[src/rtl/led_pattern_sequencer.sv]
// Step sequencer for the LED blinker: plays a 4-entry table of {en, s1, s2, duration}
// once or looping, owning the blinker enable and rate-select switches while running.
//
// state  | meaning
// -------+-------------------------------------------------------------
// IDLE   | outputs low, table writable, waiting for start
// LOAD   | one cycle: fetch entry[step], apply it or skip a zero duration
// RUN    | hold step outputs for dur x TICK_DIV cycles
// FINISH | one cycle: o_done pulse, outputs low, then back to IDLE

module led_pattern_sequencer #(
   parameter int TICK_DIV = 25000,
   parameter int DUR_W    = 10
) (
   input  logic             i_clock,
   input  logic             i_reset_n,
   input  logic             i_start,
   input  logic             i_stop,
   input  logic             i_loop,
   input  logic             i_cfg_we,
   input  logic [1:0]       i_cfg_addr,
   input  logic [DUR_W+2:0] i_cfg_data,
   output logic             o_enable,
   output logic             o_switch_1,
   output logic             o_switch_2,
   output logic             o_busy,
   output logic             o_done,
   output logic [1:0]       o_step,
   output logic             o_cfg_err
);

   localparam int TW = (TICK_DIV > 1) ? $clog2(TICK_DIV) : 1;
   localparam logic [TW-1:0] TICK_LAST = TW'(TICK_DIV - 1);

   typedef enum logic [1:0] {
      S_IDLE   = 2'd0,
      S_LOAD   = 2'd1,
      S_RUN    = 2'd2,
      S_FINISH = 2'd3
   } state_t;

   state_t           r_state;
   state_t           w_next_state;
   logic [DUR_W+2:0] r_table [4];
   logic [TW-1:0]    r_tick;
   logic [DUR_W-1:0] r_dur;
   logic [1:0]       r_step;
   logic             r_loop;
   logic             r_pass;
   logic             r_enable;
   logic             r_switch_1;
   logic             r_switch_2;
   logic             r_busy;
   logic             r_done;
   logic             r_cfg_err;

   logic [DUR_W+2:0] w_entry;
   logic [DUR_W-1:0] w_entry_dur;
   logic             w_tick_end;
   logic             w_dur_last;
   logic             w_start_ok;
   logic             w_step_load;
   logic             w_advance;
   logic             w_wrap;
   logic             w_outputs_off;

   assign w_entry     = r_table[r_step];
   assign w_entry_dur = w_entry[DUR_W-1:0];
   assign w_tick_end  = (r_tick == TICK_LAST);
   assign w_dur_last  = (r_dur == DUR_W'(1));

   always_comb begin
      w_next_state = r_state;
      w_start_ok   = 1'b0;
      w_step_load  = 1'b0;
      w_advance    = 1'b0;
      w_wrap       = 1'b0;
      case (r_state)
         S_IDLE: begin
            if (i_start && !i_stop) begin
               w_start_ok   = 1'b1;
               w_next_state = S_LOAD;
            end
         end
         S_LOAD: begin
            if (i_stop) begin
               w_next_state = S_IDLE;
            end else if (w_entry_dur != '0) begin
               w_step_load  = 1'b1;
               w_next_state = S_RUN;
            end else begin
               w_advance = 1'b1;
            end
         end
         S_RUN: begin
            if (i_stop) begin
               w_next_state = S_IDLE;
            end else if (w_tick_end && w_dur_last) begin
               w_advance = 1'b1;
            end
         end
         S_FINISH: begin
            w_next_state = S_IDLE;
         end
         default: begin
            w_next_state = S_IDLE;
         end
      endcase

      // The pass flag stops an all-skip looping table from spinning forever.
      if (w_advance) begin
         if (r_step != 2'd3) begin
            w_next_state = S_LOAD;
         end else if (r_loop && r_pass) begin
            w_wrap       = 1'b1;
            w_next_state = S_LOAD;
         end else begin
            w_next_state = S_FINISH;
         end
      end
   end

   assign w_outputs_off = (w_next_state == S_IDLE) || (w_next_state == S_FINISH);

   always_ff @(posedge i_clock) begin
      if (!i_reset_n) begin
         r_state    <= S_IDLE;
         for (int i = 0; i < 4; i++) begin
            r_table[i] <= '0;
         end
         r_tick     <= '0;
         r_dur      <= '0;
         r_step     <= '0;
         r_loop     <= 1'b0;
         r_pass     <= 1'b0;
         r_enable   <= 1'b0;
         r_switch_1 <= 1'b0;
         r_switch_2 <= 1'b0;
         r_busy     <= 1'b0;
         r_done     <= 1'b0;
         r_cfg_err  <= 1'b0;
      end else begin
         r_state   <= w_next_state;
         r_busy    <= (w_next_state == S_LOAD) || (w_next_state == S_RUN);
         r_done    <= (w_next_state == S_FINISH);
         r_cfg_err <= i_cfg_we && (r_state != S_IDLE);

         if (i_cfg_we && (r_state == S_IDLE)) begin
            r_table[i_cfg_addr] <= i_cfg_data;
         end

         if (w_start_ok) begin
            r_loop <= i_loop;
            r_step <= 2'd0;
            r_pass <= 1'b0;
         end

         if (w_step_load) begin
            r_enable   <= w_entry[DUR_W+2];
            r_switch_1 <= w_entry[DUR_W+1];
            r_switch_2 <= w_entry[DUR_W];
            r_dur      <= w_entry_dur;
            r_tick     <= '0;
            r_pass     <= 1'b1;
         end else if (r_state == S_RUN) begin
            if (w_tick_end) begin
               r_tick <= '0;
               r_dur  <= r_dur - DUR_W'(1);
            end else begin
               r_tick <= r_tick + TW'(1);
            end
         end

         if (w_wrap) begin
            r_step <= 2'd0;
            r_pass <= 1'b0;
         end else if (w_advance && (r_step != 2'd3)) begin
            r_step <= r_step + 2'd1;
         end

         if (w_outputs_off) begin
            r_enable   <= 1'b0;
            r_switch_1 <= 1'b0;
            r_switch_2 <= 1'b0;
         end
      end
   end

   assign o_enable   = r_enable;
   assign o_switch_1 = r_switch_1;
   assign o_switch_2 = r_switch_2;
   assign o_busy     = r_busy;
   assign o_done     = r_done;
   assign o_step     = r_step;
   assign o_cfg_err  = r_cfg_err;

endmodule

[config.mk]
export PLATFORM = sky130hd
export DESIGN_NAME = led_pattern_sequencer
export DESIGN_NICKNAME = d
export VERILOG_FILES = /design/src/rtl/led_pattern_sequencer.sv
export SDC_FILE = /design/constraint.sdc
export NUM_CORES = 1
export LEC_CHECK = 0
export BUFFER_PORTS_ARGS = -buffer_cell sky130_fd_sc_hd__buf_2
export CORE_MARGIN = 4
export CORE_UTILIZATION = 54
export DETAILED_ROUTE_END_ITERATION = 10
export PLACE_DENSITY = 0.87
export SLEW_MARGIN = 40
export SYNTH_ARGS = -nofsm -noshare
export SYNTH_HDL_FRONTEND = slang
export SYNTH_SLANG_ARGS = --single-unit
[constraint.sdc]
create_clock -name i_clock -period 2.55 [get_ports i_clock]
set_input_delay 0.6375 -clock i_clock [delete_from_list [all_inputs] [get_ports i_clock]]
set_output_delay 0.6375 -clock i_clock [all_outputs]
set_load 0.02 [all_outputs]
==> results.md, run 1 <==
* Die width at between 90 and 100 um
* Layout Nets at 449
* Cells after synthesis at 363
* Comb power frac at 0.143
* Clock slew at reported path FFs at 0.10 ns
* Slew Limit Fails at 0
* Vias at 2957
* Main flop type after synthesis: edfxtp_1
* Register bit total from synthesis at 91
* Largest net degree at the start of global routing at 20
* Layout cells sized above 1 at 0.264
* Failing checks: setup timing
* Clock Sinks at a little over 90
* GP Congestion at 0.844
* Final Power at 3.10 mW
* Io pins at 29
* Worst-margin pin slew at 0.503 ns
* Mapped Nets at ~390
* Starting DRC count in detailed routing at 149
* Critical path launch point type: flop
* Die area at around 0.0095 mm2
* First-pass GRT wire length at 14.8 mm
* Root Buffer: clkbuf_8
* HPWL after DPL at 6.26 mm
* Slew HR at 0.661
* Required @ worst endpoint at between 2 and 3 ns
* Gr usage total at 0.196
* GRT Residual Overflow at 0
* Final ANT Viol Nets at 0
* Seq/Total Area, Yosys at 0.545
* Psw at 0.873 mW
* Initial cell density of the core at 0.557
* Synth warnings at 0
* Initial antenna violation count at 0
* Hold Path Class: reg2reg
* Final min period at 2.59 ns
* Total routed wirelength at roughly 9 mm
* Core Region at 0.00773 mm2
* Static leakage at 1.92 nW
* DR vias/cell at 5.61
* Run status: finished with violations
* Crit-path max FO at 10
* Fin Setup TNS at -0.117 ns
* Final hold vios at 0
* CTS max path bufs at 2
* Clock power share at 0.314
* Sequential share of power at 0.543
* Die extent in y at between 90 and 100 um
* Critical path class: reg2reg
* Cts hold-fix bufs at 0
* Netlist Area Pre-Place at 0.00430 mm2
* Area Overhead vs Synth at 16.8%
* CTS tree: yes
* Fmax at 0.386 GHz
* RSZ-0062 raised after global routing: yes
* Drt pass-1 iters at 4
* WL/cell at 16.7 um
* Peak supply drop at 472 uV
* Setup crit end kind: flop
* P per Cell Area at 618 mW/mm2
* Clock Skew at 0.0113 ns
* Post-route cell area at 0.00502 mm2
* Sw Share at 0.281
* Clk Latency, worst-skew pair at between 0.3 and 0.4 ns
* Mean Syn Cell Area at approximately 12 um2
* Vias in the first global route at 3010
* Most frequent cells in the layout: and2_1, edfxtp_1, dfxtp_1
* Pint at ~2.2 mW
* Ant diodes at 0
* # Max-Cap Violations at 0
* Number of synthesized flops with an enable pin at 52
* Asr flop ratio synth at 0
* Fin worst setup slack at -0.0398 ns
* Setup Viol. Count Final at 4
* Row cnt at 32
* Arr. time, crit path at 2.89 ns
* Residual DRC at 0
* H-tree depth at 3
* CTS buffer count at 9
* Post-synth cell types at 49
* Commonest non-fill, non-tap cell in the layout: and2_1
* Crit share post-route at 1.02
* PortBufs at 28
* Placed cell area at 0.00474 mm2
cells by family after synthesis:
family                   Yosys count  share of synthesized area
multiplexers                      15                     0.0736
XOR/XNOR                          22                     0.0448
buffers and inverters             21                     0.0236
adder cells (fa/ha/maj)            8                     0.0233
flip-flops                        91                      0.545
AO/OA/AOI/OAI                     36                     0.0686
AND/OR/NAND/NOR                  170                      0.222
repair_timing:
item | CTS | global route
buffers inserted | 2 | 2
endpoints found under the setup margin | 4 | 25
resized for setup | 6 | 6
pin swaps | 2 | 4
synthesized netlist by cell type (all sizes together), types with 2 or more instances:
| master | number | area, um2 |
|---|---|---|
| nor2b | 2 | 12.5 |
| buf | 5 | 41.3 |
| mux2i | 2 | 20.0 |
| a21oi | 10 | 50.1 |
| mux4 | 13 | 297 |
| nor4 | 7 | 80.1 |
| o2111ai | 2 | 17.5 |
| and4 | 2 | 18.8 |
| inv | 8 | 30.0 |
| a31oi | 2 | 12.5 |
| nor4bb | 2 | 20.0 |
| ha | 8 | 100 |
| xnor2 | 14 | 123 |
| clkbuf | 8 | 30.0 |
| dfxtp | 39 | 781 |
| nand3 | 8 | 40.0 |
| edfxtp | 52 | 1560 |
| and3 | 5 | 31.3 |
| xor2 | 8 | 70.1 |
| nand2b | 5 | 31.3 |
| and2 | 53 | 332 |
| o21ai | 6 | 33.8 |
| nand4 | 6 | 37.5 |
| nand2 | 26 | 97.6 |
| nor2 | 35 | 131 |
| nor3 | 9 | 45.0 |
| a211oi | 9 | 108 |
| or4 | 4 | 30.0 |
metal layers:
layer / routed length, um / track usage
met5: 0 / 0
met3: 381 / 0.0416
met1: 3430 / 0.234
met4: 161 / 0.0788
met2: 4800 / 0.343
sequential cells by signal, summed over array words and instances (netlist names), named ones only:
signal      flops
r_loop          1
o_enable        1
r_dur          10
r_pass          1
o_busy          1
o_step          2
r_table        52
o_switch_1      1
o_cfg_err       1
r_tick         15
r_state         2
o_done          1
o_switch_2      1
metrics by stage:
step	setup slack, ns	instances	hold slack [ns]	utilization
global route	-0.135	527	0.484	0.650
CTS	-0.000103	525	0.466	0.644
detailed placement	-0.0646	507	0.453	0.613
finish	-0.0398	527	0.465	0.650
floorplan	0.0240	363	0.450	-
global placement	0.0363	507	0.449	0.613
worst max-delay path, cell delays in order (launching register included):
cell,delay (ns)
dfxtp_4,0.38
buf_12,0.14
mux4_2,0.56
nor4_4,0.42
and4_4,0.32
o211a_4,0.18
a21oi_2,0.04
ha_1,0.28
nand2_2,0.09
a21oi_1,0.12
final timing paths:
path              start    endpoint  slack (ns)  cells after the start
min reg2reg  o_switch_1  o_switch_1        0.46                      2
min          o_switch_1  o_switch_1        0.46                      2
max                flop  o_switch_1       -0.04                      9
max reg2reg        flop  o_switch_1       -0.04                      9
area by class of cell:
type	instances	area [um2]
multi-input cells	251	1910
inverters	8	30.0
well taps	102	128
repair buffers	59	410
flip-flops and latches	91	2350
fillers	558	2700
clock buffers	9	124
clock inverters	7	75.1
power by group through the flow:
| stage | registers (mW) | logic [mW] | clock network (mW) |
|---|---|---|---|
| 6_report | 1.69 | 0.444 | 0.973 |
| 5_1_grt | 1.69 | 0.487 | 1.07 |
| 4_1_cts | 1.69 | 0.421 | 0.993 |
| 3_5_place_dp | 1.72 | 0.409 | 0 |
| 3_3_place_gp | 1.71 | 0.392 | 0 |
| 2_1_floorplan | 1.71 | 0.254 | 0 |
Note: power is estimated with default switching activity, not from simulation.
==> run 2: changes to the inputs <==
--- a/config.mk
+++ b/config.mk
@@ -5,6 +5,7 @@
 export SDC_FILE = /design/constraint.sdc
 export NUM_CORES = 1
 export LEC_CHECK = 0
+export ABC_AREA = 1
 export BUFFER_PORTS_ARGS = -buffer_cell sky130_fd_sc_hd__buf_2
 export CORE_MARGIN = 4
 export CORE_UTILIZATION = 54
==> results.md, run 2 <==
* Run status: completed
* Commonest non-fill, non-tap cell in the layout: nand2_1
* Post-Synth Simple-Gate Area at 0.283
* Synth cell count leaders: nand2_1, nor2_1, inv_1
* Cts hold-fix bufs at 0
* DR vias/cell at 5.39
* WL/cell at 14.3 um
* Vias in the first global route at 3589
* CTS max path bufs at 2
* Row cnt at 32
* Starting DRC count in detailed routing at around 200
* Hold Path Class: reg2reg
* Peak supply drop at 433 uV
* Cells after synthesis at between 500 and 600
* HPWL after DPL at around 6.6 mm
* H-tree depth at 3
* Crit share post-route at 0.898
* Crit-path max FO at 12
* Clock Skew at 0.0111 ns
* First-pass GRT wire length at 16.1 mm
* Critical path launch point type: flop
* Count leader, synth: nand2_1
* Synth warnings at 0
* Crit path depth at 16
* Mean Syn Cell Area at about 8.5 um2
* Top reg by flops: r_table
* CP Cell Sequence: clkinvlp_4 > nand3_1 > nand2_1 > nand2_1 > nor2_2 > nand4_1 > nand2_2 > nand2_1 > nand2_1 > nand2_1 > inv_1 > ha_1 > nand2_1 > inv_1 > o21ai_0 > a31oi_1
* Critical Path Most Common Cell: nand2_1
* GR Util met3 at 0.0429
* Residual DRC at 0
* Mux cell area share after synthesis at 0
* Setup crit end kind: flop
* Clock slew at reported path FFs at 0.09 ns
* Layout Nets at 578
* Drt pass-1 iters at 5
* Final Power at 3.02 mW
* Post-synthesis compound-gate area fraction at 0.0645
* Synth top area cells: edfxtp_1, dfxtp_1, nand2_1, nor2_1, inv_1
* GR peak layer: met2
* Fin cells at 655
* # Max-Cap Violations at 0
* Slew Limit Fails at 0
* Area Overhead vs Synth at 10.6%
* Largest area contributor in the netlist: edfxtp_1
* Seq/Total Area, Yosys at 0.537
* Clk Latency, worst-skew pair at 0.37 ns
* Static leakage at 2.04 nW
* Arr. time, crit path at 2.58 ns
* Initial antenna violation count at 0
* Total routed wirelength at 9.39 mm
* Post-synthesis xor/xnor area fraction at 0.0140
* Core Region at around 0.0078 mm2
* Io pins at 29
* Share of the synthesized area in the top cell type at 0.358
* Main flop type after synthesis: edfxtp_1
* Setup Viol. Count Final at 0
* Final ANT Viol Nets at 0
* CTS buffer count at 9
* P per Cell Area at 626 mW/mm2
* M2 GR Usage at 0.354
* Fin Setup TNS at 0 ns
* Netlist Area Pre-Place at 0.00436 mm2
* Die extent in y at a little under 100 um
* Layout cells sized above 1 at 0.136
* Root Buffer: clkbuf_8
* Vias at 3533
* Die width at 97.9 um
* Worst-margin pin slew at 0.506 ns
* Post-synth cell types at 38
* PortBufs at 28
* GRT Residual Overflow at 0
* Ant diodes at 0
* Asr flop ratio synth at 0
* Post-Synth Adder-Cell Area at 0.0229
* Slew HR at 0.662
* FILL cells at 641
* Fmax at between 0.4 and 0.5 GHz
* Placed Instances at 640
* R2r setup slk at 0.26 ns
* WHS at 0.484 ns
* Largest net degree at the start of global routing at 27
* Most frequent cells in the layout: nand2_1, nor2_1, inv_1
* Hold path cells at 2
* Largest family of logic cells by synthesized area: simple AND/OR/NAND/NOR gates
* Mapped Nets at 543
* CP bufs+invs at 3
* GP Congestion at around 0.87
* Fin worst setup slack at about 0.26 ns
* Gr usage total at 0.205
* Max reg flops at 52
* CTS tree: yes
* Met1 Resource Use GR at 0.252
* Required @ worst endpoint at between 2 and 3 ns
* Final min period at 2.29 ns
* Slowest CP cell: dfxtp_1
* Cell count of the worst reg-to-reg path at 16
* Number of synthesized flops with an enable pin at 52
* RSZ-0062 raised after global routing: no
* Crit path max-delay family: simple AND/OR/NAND/NOR gates
* Critical path class: reg2reg
* Setup WS pre-CTS at 0.244 ns
* Register bit total from synthesis at 91
* Biggest regs: r_table: 52 flops, r_tick: 15 flops, r_dur: 10 flops
* Die area at ~0.0096 mm2
* Initial cell density of the core at 0.559
* CP peak stage delay at about 0.40 ns
* Clock Sinks at 91
* Final hold vios at 0
==> run 2: worst register-to-register path: stages, from the launching register on <==
cell and delay [ns]:
dfxtp_1 0.40, clkinvlp_4 0.24, nand3_1 0.16, nand2_1 0.10, nand2_1 0.09, nor2_2 0.05
nand4_1 0.12, nand2_2 0.10, nand2_1 0.11, nand2_1 0.07, nand2_1 0.09, inv_1 0.05
ha_1 0.29, nand2_1 0.06, inv_1 0.10, o21ai_0 0.08, a31oi_1 0.13
==> run 2: timing repair <==
action	4_1_cts	5_1_grt
hold endpoints to repair	0	0
endpoints found under the setup margin	0	3
resized for setup	0	4
setup buffers	0	0
==> run 2: metrics by stage <==
step	area [um2]	utilization
4_1_cts	4810	0.616
3_5_place_dp	4640	0.594
3_3_place_gp	4640	0.594
5_1_grt	4830	0.618
2_1_floorplan	4360	-
6_report	4830	0.618
==> run 2: cell type report <==
type,count,area (um2),share of cell area
Inverter,61,238,0.0493
Clock inverter,6,48.8,0.0101
Clock buffer,9,124,0.0257
Timing Repair Buffer,41,254,0.0526
Sequential cell,91,2340,0.486
Multi-Input combinational cell,345,1690,0.350
Tap cell,102,128,0.0264
==> run 2: report_power, final <==
group          switching, mW  total [mW]  internal (mW)
Clock                  0.536       0.894          0.359
Sequential            0.0397        1.69           1.65
Combinational          0.291       0.436          0.145
==> run 2: layer usage <==
metal | up-vias | routed length (um)
li1 | 1759 | -
met1 | 1647 | 3780
met2 | 113 | 4920
met3 | 14 | 545
met4 | 0 | 138
met5 | - | 0
==> run 2: worst paths after layout <==
check	start	to
worst max-delay path	flop	o_switch_1
worst max register to register	flop	o_switch_1
worst min register to register	o_switch_2	o_switch_2
worst min-delay path	o_switch_2	o_switch_2
==> run 2: kinds of logic after synthesis <==
group | after synthesis
fa+ha+maj | 8
xor+xnor | 7
buf+inv | 78
simple gates | 280
flops | 91
compound gates | 50
==> run 3: changes to the inputs <==
--- a/config.mk
+++ b/config.mk
@@ -5,12 +5,11 @@
 export SDC_FILE = /design/constraint.sdc
 export NUM_CORES = 1
 export LEC_CHECK = 0
-export ABC_AREA = 1
 export BUFFER_PORTS_ARGS = -buffer_cell sky130_fd_sc_hd__buf_2
 export CORE_MARGIN = 4
-export CORE_UTILIZATION = 54
+export CORE_UTILIZATION = 50
 export DETAILED_ROUTE_END_ITERATION = 10
-export PLACE_DENSITY = 0.87
+export PLACE_DENSITY = 0.83
 export SLEW_MARGIN = 40
 export SYNTH_ARGS = -nofsm -noshare
 export SYNTH_HDL_FRONTEND = slang
==> results.md, run 3 (same netlist as run 1, synthesis figures left out) <==
* Die width at 101 um
* Largest net degree at the start of global routing at 17
* Total routed wirelength at 9.24 mm
* WL/cell at between 15 and 20 um
* Residual DRC at 0
* Starting DRC count in detailed routing at 142
* First-pass GRT wire length at 15.1 mm
* Root Buffer: clkbuf_8
* Clock Sinks at 91
* Layout Nets at 460
* Slowest CP cell: mux4_2
* Clk Latency, worst-skew pair at between 0.3 and 0.4 ns
* Critical path launch point type: flop
* Critical path class: reg2reg
* Clock Skew at 0.0136 ns
* Final ANT Viol Nets at 0
* Required @ worst endpoint at 2.80 ns
* Core Region at 0.00830 mm2
* Setup Viol. Count Final at 5
* GRT Residual Overflow at 0
* Final hold vios at 0
* Failing checks: setup timing
* Biggest regs: r_table: 52 flops, r_tick: 15 flops, r_dur: 10 flops
* Io pins at 29
* Final min period at approximately 2.6 ns
* Hold Path Class: reg2reg
* P per Cell Area at ~600 mW/mm2
* Sw Share at 0.272
* Layout cells sized above 1 at 0.282
* Fin worst setup slack at -0.0918 ns
* CP Cell Sequence: buf_12 > buf_4 > mux4_2 > nor4_4 > a31oi_2 > o31ai_2 > a21oi_2 > ha_1 > nand2_4 > a21oi_2
* Initial antenna violation count at 0
* Fmax at 0.379 GHz
* Ant diodes at 0
* CTS tree: yes
* Psw at between 0.8 and 0.9 mW
* Run status: finished with violations
* Gr usage total at 0.192
* # Max-Cap Violations at 0
* Top reg by flops: r_table
* Clock power share at 0.291
* Vias in the first global route at 3052
* RSZ-0062 raised after global routing: yes
* HPWL after DPL at 6.39 mm
* Crit share post-route at 1.04
* Max reg flops at 52
* H-tree depth at 3
* Drt pass-1 iters at 4
* CTS max path bufs at 2
* GP Congestion at 0.858
* Sequential share of power at 0.555
* Crit-path max FO at 7
* Setup WS pre-CTS at -0.0746 ns
* Die extent in y at 101 um
* Static leakage at slightly below 2 nW
* Vias at 2985
* Comb power frac at 0.154
* Arr. time, crit path at slightly below 3 ns
* Slew Limit Fails at 0
* Most frequent cells in the layout: and2_1, edfxtp_1, dfxtp_1, buf_4, nor2_1
* DR vias/cell at about 5.5
* Initial cell density of the core at 0.518
* Setup crit end kind: flop
* Clock slew at reported path FFs at 0.08 ns
* Pint at around 2.2 mW
* WHS at around 0.48 ns
* CP peak stage delay at 0.54 ns
* Final Power at 3.04 mW
* Die area at 0.0102 mm2
* Hold Startpoint: o_switch_2
* Row cnt at 33
* PortBufs at 28
* Slew HR at 0.672
* Critical Path Most Common Cell: a21oi_2
* Fin util at 0.611
* CTS buffer count at 9
* Worst-margin pin slew at 0.485 ns
* Commonest non-fill, non-tap cell in the layout: and2_1
* Peak supply drop at 463 uV
* Area Overhead vs Synth at 17.9%
## run 3: cell count changes in the layout (fill, tap and decap cells not counted), sizes merged, moves of 8 or more
cell / delta
a211oi: +8
and2: +52
buf: +29
inv: -51
mux4: +13
nand2: -89
nand3: -29
nor2: -54
nor3: -13
o21ai: -17
xnor2: +13
## run 3: worst max-delay path: cells and delay by family, from the launching register on
family | cells | cell delay (ns)
flip-flops | 1 | 0.36
AND/OR/NAND/NOR | 2 | 0.49
adder cells (fa/ha/maj) | 1 | 0.34
buffers and inverters | 2 | 0.23
multiplexers | 1 | 0.54
AO/OA/AOI/OAI | 4 | 0.58
## run 3: repair_timing
action | CTS | global route
buffers inserted | 7 | 11
setup endpoints to repair | 4 | 30
pin swaps | 3 | 10
gates resized for setup | 4 | 10
cloned | 0 | 0
hold buffers | 0 | 0
## run 3: area by class of cell
cell class	instances	area [um2]
clock buffer	9	124
timing repair buffer	70	488
fill	624	3230
multi-input combinational	251	1910
inverter	8	30.0
clock inverter	7	48.8
sequential	91	2340
tap	105	131
## run 3: per-layer routing
| layer | global-route usage | up-vias | part of all wire |
|---|---|---|---|
| li1 | - | 1441 | - |
| met2 | 0.347 | 62 | 0.53 |
| met1 | 0.227 | 1457 | 0.41 |
| met3 | 0.0374 | 25 | 0.030 |
| met4 | 0.0632 | 0 | 0.028 |
| met5 | 0 | - | 0 |
## run 3: power by group through the flow
stage / logic [mW] / registers, mW / clock network, mW
2_1_floorplan: 0.254 / 1.71 / 0
3_3_place_gp: 0.392 / 1.71 / 0
3_5_place_dp: 0.408 / 1.72 / 0
4_1_cts: 0.451 / 1.68 / 0.898
5_1_grt: 0.508 / 1.69 / 0.955
6_report: 0.466 / 1.69 / 0.885
## run 3: path summary, 6_finish.rpt
path | end | slack, ns | depth (start not counted)
worst max-delay path | o_switch_2 | -0.09 | 10
worst min-delay path | o_switch_2 | 0.48 | 2
worst max register to register | o_switch_2 | -0.09 | 10
worst min register to register | o_switch_2 | 0.48 | 2
## run 3: per-stage QoR
stage	TNS (ns)	cells	area [um2]
3_5_place_dp	-0.271	510	4730
6_report	-0.361	541	5070
5_1_grt	-2.11	541	5070
4_1_cts	-0.0822	533	4970
2_1_floorplan	0	363	4300
3_3_place_gp	0	510	4730
